### src/rtl/regfile_wb.sv
// rtl/regfile_wb.sv - writeback sequencer driving register-file write and PC-branch ports
//
// Ports:
//   clk, rst                 clock, synchronous active-high reset
//   in_valid/in_ready        upstream result handshake (in_ready = !full && !rst)
//   in_op/in_rd/in_data      op code, destination register, result/load word/branch offset
//   in_boff/in_link          LDRB byte offset, BL return address
//   we/wd/wa                 registered register-file write strobe, data, address
//   ib/bv                    registered branch strobe and PC offset
//   squashing                wrong-path squash counter is nonzero
//   err                      one-cycle pulse on an illegal retire
//   retire_cnt               wrapping count of retired (non-squashed, non-NOP, legal) entries
module regfile_wb #(
  parameter int WORD       = 4,
  parameter int WIDTH      = 8,
  parameter int ADDR_WIDTH = 4,
  parameter int DEPTH      = 2,
  parameter int SQUASH     = 2
) (
  input  logic                        clk,
  input  logic                        rst,
  input  logic                        in_valid,
  output logic                        in_ready,
  input  logic [2:0]                  in_op,
  input  logic [ADDR_WIDTH-1:0]       in_rd,
  input  logic [WORD*WIDTH-1:0]       in_data,
  input  logic [1:0]                  in_boff,
  input  logic [WORD*WIDTH-1:0]       in_link,
  output logic                        we,
  output logic [WORD*WIDTH-1:0]       wd,
  output logic [ADDR_WIDTH-1:0]       wa,
  output logic                        ib,
  output logic [WORD*WIDTH-1:0]       bv,
  output logic                        squashing,
  output logic                        err,
  output logic [31:0]                 retire_cnt
);

  localparam int D  = WORD * WIDTH;
  localparam int PW = (DEPTH > 1) ? $clog2(DEPTH) : 1;
  localparam int SW = $clog2(SQUASH + 2);

  localparam logic [PW:0]           CNT_FULL = (PW+1)'(DEPTH);
  localparam logic [ADDR_WIDTH-1:0] PC_ADDR  = '1;
  localparam logic [ADDR_WIDTH-1:0] LR_ADDR  = ADDR_WIDTH'((1 << ADDR_WIDTH) - 2);

  localparam logic [2:0] OP_NOP  = 3'd0;
  localparam logic [2:0] OP_ALU  = 3'd1;
  localparam logic [2:0] OP_LDR  = 3'd2;
  localparam logic [2:0] OP_LDRB = 3'd3;
  localparam logic [2:0] OP_B    = 3'd4;
  localparam logic [2:0] OP_BL   = 3'd5;

  // FIFO storage (no reset needed: validity is tracked by count_q)
  logic [2:0]            op_mem_q   [DEPTH];
  logic [ADDR_WIDTH-1:0] rd_mem_q   [DEPTH];
  logic [D-1:0]          data_mem_q [DEPTH];
  logic [1:0]            boff_mem_q [DEPTH];
  logic [D-1:0]          link_mem_q [DEPTH];

  logic [PW-1:0] wr_ptr_q, wr_ptr_d, rd_ptr_q, rd_ptr_d;
  logic [PW:0]   count_q, count_d;
  logic [SW-1:0] sq_q, sq_d;
  logic          we_q, we_d, ib_q, ib_d, err_q, err_d;
  logic [D-1:0]  wd_q, wd_d, bv_q, bv_d;
  logic [ADDR_WIDTH-1:0] wa_q, wa_d;
  logic [31:0]   cnt_q, cnt_d;

  logic push, pop, full;
  logic [2:0]            head_op;
  logic [ADDR_WIDTH-1:0] head_rd;
  logic [D-1:0]          head_data, head_link;
  logic [1:0]            head_boff;
  logic [WIDTH-1:0]      byte_sel;

  assign full     = (count_q == CNT_FULL);
  assign in_ready = !full && !rst;
  assign push     = in_valid && in_ready;
  // Pop decision uses occupancy before this edge's push, so a new entry waits one edge.
  assign pop      = (count_q != '0);

  assign head_op   = op_mem_q[rd_ptr_q];
  assign head_rd   = rd_mem_q[rd_ptr_q];
  assign head_data = data_mem_q[rd_ptr_q];
  assign head_boff = boff_mem_q[rd_ptr_q];
  assign head_link = link_mem_q[rd_ptr_q];

  always_comb begin
    byte_sel = '0;
    for (int b = 0; b < WORD; b++) begin
      if (int'(head_boff) == b) byte_sel = head_data[b*WIDTH +: WIDTH];
    end
  end

  always_comb begin
    wr_ptr_d = push ? wr_ptr_q + PW'(1) : wr_ptr_q;
    rd_ptr_d = pop  ? rd_ptr_q + PW'(1) : rd_ptr_q;
    count_d  = count_q + (PW+1)'(push) - (PW+1)'(pop);

    we_d  = 1'b0;
    ib_d  = 1'b0;
    err_d = 1'b0;
    wd_d  = wd_q;
    wa_d  = wa_q;
    bv_d  = bv_q;
    sq_d  = sq_q;
    cnt_d = cnt_q;

    if (pop) begin
      if (sq_q != '0) begin
        // Wrong-path entry: discard silently, even branches.
        sq_d = sq_q - SW'(1);
      end else begin
        case (head_op)
          OP_NOP: ;
          OP_ALU, OP_LDR, OP_LDRB: begin
            if (head_rd == PC_ADDR) begin
              // PC may only change through the branch port.
              err_d = 1'b1;
            end else begin
              we_d  = 1'b1;
              wa_d  = head_rd;
              wd_d  = (head_op == OP_LDRB) ? D'(byte_sel) : head_data;
              cnt_d = cnt_q + 32'd1;
            end
          end
          OP_B, OP_BL: begin
            ib_d  = 1'b1;
            bv_d  = head_data;
            sq_d  = SW'(SQUASH);
            cnt_d = cnt_q + 32'd1;
            if (head_op == OP_BL) begin
              we_d = 1'b1;
              wa_d = LR_ADDR;
              wd_d = head_link;
            end
          end
          default: err_d = 1'b1;
        endcase
      end
    end
  end

  always_ff @(posedge clk) begin
    if (rst) begin
      wr_ptr_q <= '0;
      rd_ptr_q <= '0;
      count_q  <= '0;
      sq_q     <= '0;
      we_q     <= 1'b0;
      ib_q     <= 1'b0;
      err_q    <= 1'b0;
      wd_q     <= '0;
      wa_q     <= '0;
      bv_q     <= '0;
      cnt_q    <= '0;
    end else begin
      wr_ptr_q <= wr_ptr_d;
      rd_ptr_q <= rd_ptr_d;
      count_q  <= count_d;
      sq_q     <= sq_d;
      we_q     <= we_d;
      ib_q     <= ib_d;
      err_q    <= err_d;
      wd_q     <= wd_d;
      wa_q     <= wa_d;
      bv_q     <= bv_d;
      cnt_q    <= cnt_d;
      if (push) begin
        op_mem_q[wr_ptr_q]   <= in_op;
        rd_mem_q[wr_ptr_q]   <= in_rd;
        data_mem_q[wr_ptr_q] <= in_data;
        boff_mem_q[wr_ptr_q] <= in_boff;
        link_mem_q[wr_ptr_q] <= in_link;
      end
    end
  end

  assign we         = we_q;
  assign wd         = wd_q;
  assign wa         = wa_q;
  assign ib         = ib_q;
  assign bv         = bv_q;
  assign err        = err_q;
  assign squashing  = (sq_q != '0);
  assign retire_cnt = cnt_q;

endmodule

### config.mk
export PLATFORM = sky130hd
export DESIGN_NAME = regfile_wb
export DESIGN_NICKNAME = d
export VERILOG_FILES = /design/src/rtl/regfile_wb.sv
export SDC_FILE = /design/constraint.sdc
export NUM_CORES = 1
export LEC_CHECK = 0
export CAP_MARGIN = 15
export CORE_MARGIN = 2
export CORE_UTILIZATION = 55
export CTS_CLUSTER_SIZE = 8
export DETAILED_ROUTE_END_ITERATION = 10
export GPL_TIMING_DRIVEN = 0
export PLACE_DENSITY = 0.83
export SETUP_SLACK_MARGIN = 0.05
export SYNTH_ARGS = -nofsm -noshare
export SYNTH_HDL_FRONTEND = slang
export SYNTH_SLANG_ARGS = --single-unit
### constraint.sdc
create_clock -name clk -period 7.53 [get_ports clk]
set_input_delay 0.753 -clock clk [delete_from_list [all_inputs] [get_ports clk]]
set_output_delay 0.753 -clock clk [all_outputs]
set_load 0.005 [all_outputs]
==> flow_metrics.env <==
export IMPL_cap_violations=0
export IMPL_synth_edf_count=146
export IMPL_r2r_setup_slack_ns=4.58
export IMPL_path_class="flip-flop to flip-flop"
export IMPL_holdBufCountCts=0
export IMPL_reg2reg_to="wd[16]$_SDFFE_PP0P_"
export IMPL_cts_resized_gates=0
export IMPL_synth_cells=800
export IMPL_finClkSkew_ns=0.01591
export IMPL_postSynth_asyncResetShare=0
export IMPL_final_common_cell="clkdlybuf4s50_1"
export IMPL_grt_remaining_overflow=0
export IMPL_cts_tree="yes"
export IMPL_path_clk_slew_ns=0.05
export IMPL_cts_buffers=37
export IMPL_max_freq_ghz=0.3392
export IMPL_num_rows=50
export IMPL_core_um2=18580
export IMPL_leakage_nw=4.458
export IMPL_die_x_um=141.0
export IMPL_cts_sinks=256
export IMPL_max_vdd_ir_drop_uv=180.8
export IMPL_final_period_utilization=0.3915
export IMPL_cp_arrival_ns=3.39
export IMPL_report_final_setup_viol=0
export IMPL_syn_num_nets=879
export IMPL_drive_above_1_share=0.07436
export IMPL_dp_hpwl_um=20860
export IMPL_syn_avg_cell_area_um2=12.90
export IMPL_io_pins=181
export IMPL_ys_flop_type="edfxtp_1"
export IMPL_antenna_found_initial=0
export IMPL_clockBufferDepth=3
export IMPL_layout_common_cells="clkdlybuf4s50_1, edfxtp_1, dfxtp_1"
export IMPL_die_h_um=141.0
export IMPL_fin_cells=1283
export IMPL_multi_input_area_um2=3520
export IMPL_drtIter0Drc=788
export IMPL_wire_per_inst_um=23.41
export IMPL_vias_per_cell=6.324
export IMPL_swShare=0.2248
export IMPL_seqPwrFrac=0.463
export IMPL_yosys_warnings=0
export IMPL_cp_end_kind="flip-flop"
export IMPL_pwr_share_clk=0.453
export IMPL_status="complete, no violations"
export IMPL_crit_end="wd[16]$_SDFFE_PP0P_"
export IMPL_syn_to_final_growth_pct=31.62
export IMPL_dr_pass1_iters=5
export IMPL_critPathLaunchType="flip-flop"
export IMPL_port_buffers=180
export IMPL_path_max_fanout=10
export IMPL_min_path_type="flip-flop to flip-flop"
export IMPL_clk_latency_ns=0.51
export IMPL_r2r_start="op_mem_q[0][1]$_DFFE_PP_"
export IMPL_fp_dieArea_um2=19880
export IMPL_hold_viol=0
export IMPL_placed_cells=1217
export IMPL_reg2reg_depth=7
export IMPL_track_usage=0.3007
export IMPL_dr_total_vias=8114
export IMPL_worst_slew_pin_slew_ns=0.9957
export IMPL_ant_nets=0
export IMPL_fin_crit_ns=2.948
export IMPL_fin_nets=1101
export IMPL_critical_path_startpoint="op_mem_q[0][1]$_DFFE_PP_"
export IMPL_drcViolationCount=0
export IMPL_grt_pass1_vias=8060
export IMPL_grt_pass1_wl_um=44920
export IMPL_grt_start_max_net_pins=66
export IMPL_tns_ns=0
export IMPL_wirelength_um=30030
export IMPL_seq_area_frac_synth=0.6380
export IMPL_n_fill_cell=1235
export IMPL_final_util=0.7313
export IMPL_root_buffer="clkbuf_16"
export IMPL_rsz0062_at_grt="false"
export IMPL_required_ns=7.97
export IMPL_slew_headroom=0.3301
export IMPL_netlist_area_um2=10320
export IMPL_p_sw_w=0.0007615
export IMPL_finalMaxSlewViolations=0
export IMPL_powerDensity_nw_per_um2=249.3
export IMPL_post_cts_buffers=0
export IMPL_intPower_w=0.002625
export IMPL_h_tree_depth=2
export IMPL_seqCellArea_um2=6586
export IMPL_start_util=0.5556
export IMPL_n_antenna_cell=0
export IMPL_combPwrFrac=0.084
export IMPL_ys_ff_latch=256
export IMPL_synth_cell_types=49
export IMPL_place_gp_congestion=0.8807
## state kept, by name, summed over array words and instances (netlist names), named ones only
signal	cells
rd_ptr_q	1
err	1
rd_mem_q	8
ib	1
data_mem_q	64
wr_ptr_q	1
we	1
boff_mem_q	4
link_mem_q	64
wa	4
op_mem_q	6
retire_cnt	32
count_q	2
sq_q	2
bv	32
wd	32
## per-stage QoR
stage	cell area (um2)	total power (W)	setup WS, ns	hold slack (ns)
6_report	13590	0.003387	4.582	0.4655
5_1_grt	13590	0.003474	4.390	0.4953
3_5_place_dp	12510	0.001872	4.414	0.4565
2_1_floorplan	10320	0.001719	2.939	0.4316
4_1_cts	13590	0.003391	4.654	0.4654
3_3_place_gp	12420	0.001861	0.6295	0.4421
## worst min path at each step
stage	startpoint	end	cells past startpoint
after floorplan	count_q[1]$_SDFF_PP0_	count_q[1]$_SDFF_PP0_	2
after global placement	wd[7]$_SDFFE_PP0P_	wd[7]$_SDFFE_PP0P_	2
after detailed placement	count_q[1]$_SDFF_PP0_	count_q[1]$_SDFF_PP0_	2
after CTS	count_q[1]$_SDFF_PP0_	count_q[1]$_SDFF_PP0_	2
after global routing	count_q[1]$_SDFF_PP0_	count_q[1]$_SDFF_PP0_	2
final	count_q[1]$_SDFF_PP0_	count_q[1]$_SDFF_PP0_	2
## layer usage
metal | up-vias | track usage | share of wire
met1 | 3930 | 0.3799 | 0.37
met3 | 118 | 0.06012 | 0.10
met4 | 0 | 0.1595 | 0.054
met5 | - | 0 | 0
met2 | 530 | 0.4937 | 0.48
li1 | 3536 | - | -
## worst max-delay path, cell delays in order (launching register included)
cell and delay (ns):
edfxtp_1 0.45, and2b_1 0.35, clkbuf_1 0.63, clkbuf_1 0.49, a211oi_1 0.15, a2111oi_0 0.61
a21oi_1 0.11, nor2_1 0.11
## area by class of cell
class | count | area share
flip-flops and latches | 256 | 0.4847
repair buffers | 183 | 0.1381
multi-input cells | 487 | 0.2590
inverters | 5 | 0.001381
well taps | 234 | 0.02155
clock buffers | 65 | 0.07901
clock inverters | 1 | 0.0006446
plain buffers | 52 | 0.01556
## power by group through the flow
stage	clock network (W)	registers (W)	logic [W]
3_3_place_gp	0	0.00159	0.000267
6_report	0.00153	0.00157	0.000286
2_1_floorplan	0	0.00158	0.000136
5_1_grt	0.00160	0.00157	0.000303
3_5_place_dp	0	0.00159	0.000280
4_1_cts	0.00154	0.00157	0.000282
## synth_stat cells, types with 3 or more instances
cell type / count / share of area
inv_1: 5 / 0.0018
a221oi_1: 7 / 0.0059
dfxtp_1: 110 / 0.21
nand4_1: 14 / 0.0085
o21ai_0: 18 / 0.0087
buf_1: 5 / 0.0018
a2111oi_0: 15 / 0.013
mux4_2: 16 / 0.035
nand2_1: 22 / 0.0080
a21oi_1: 57 / 0.028
nor2b_1: 26 / 0.016
and3_1: 4 / 0.0024
or3_1: 17 / 0.010
ha_1: 3 / 0.0036
a211oi_1: 60 / 0.044
or4_1: 5 / 0.0036
clkbuf_1: 36 / 0.013
and4_1: 5 / 0.0042
xor2_1: 11 / 0.0093
nor2_1: 81 / 0.029
edfxtp_1: 146 / 0.42
nor3_1: 3 / 0.0015
nand3_1: 11 / 0.0053
o221ai_1: 7 / 0.0059
a22o_1: 10 / 0.0085
buf_2: 10 / 0.0048
mux2i_1: 68 / 0.066
o31ai_1: 4 / 0.0029
## logic make-up (layout without fill, tap and decap cells)
family,Yosys count,after routing,share of synthesized area
simple gates,200,200,0.09914
mux,87,87,0.1052
compound gates,185,185,0.1216
buf+inv,57,306,0.02230
flops,256,256,0.6380
fa+ha+maj,3,3,0.003636
xor+xnor,12,12,0.01018
Power figures use the tool's default switching activity.
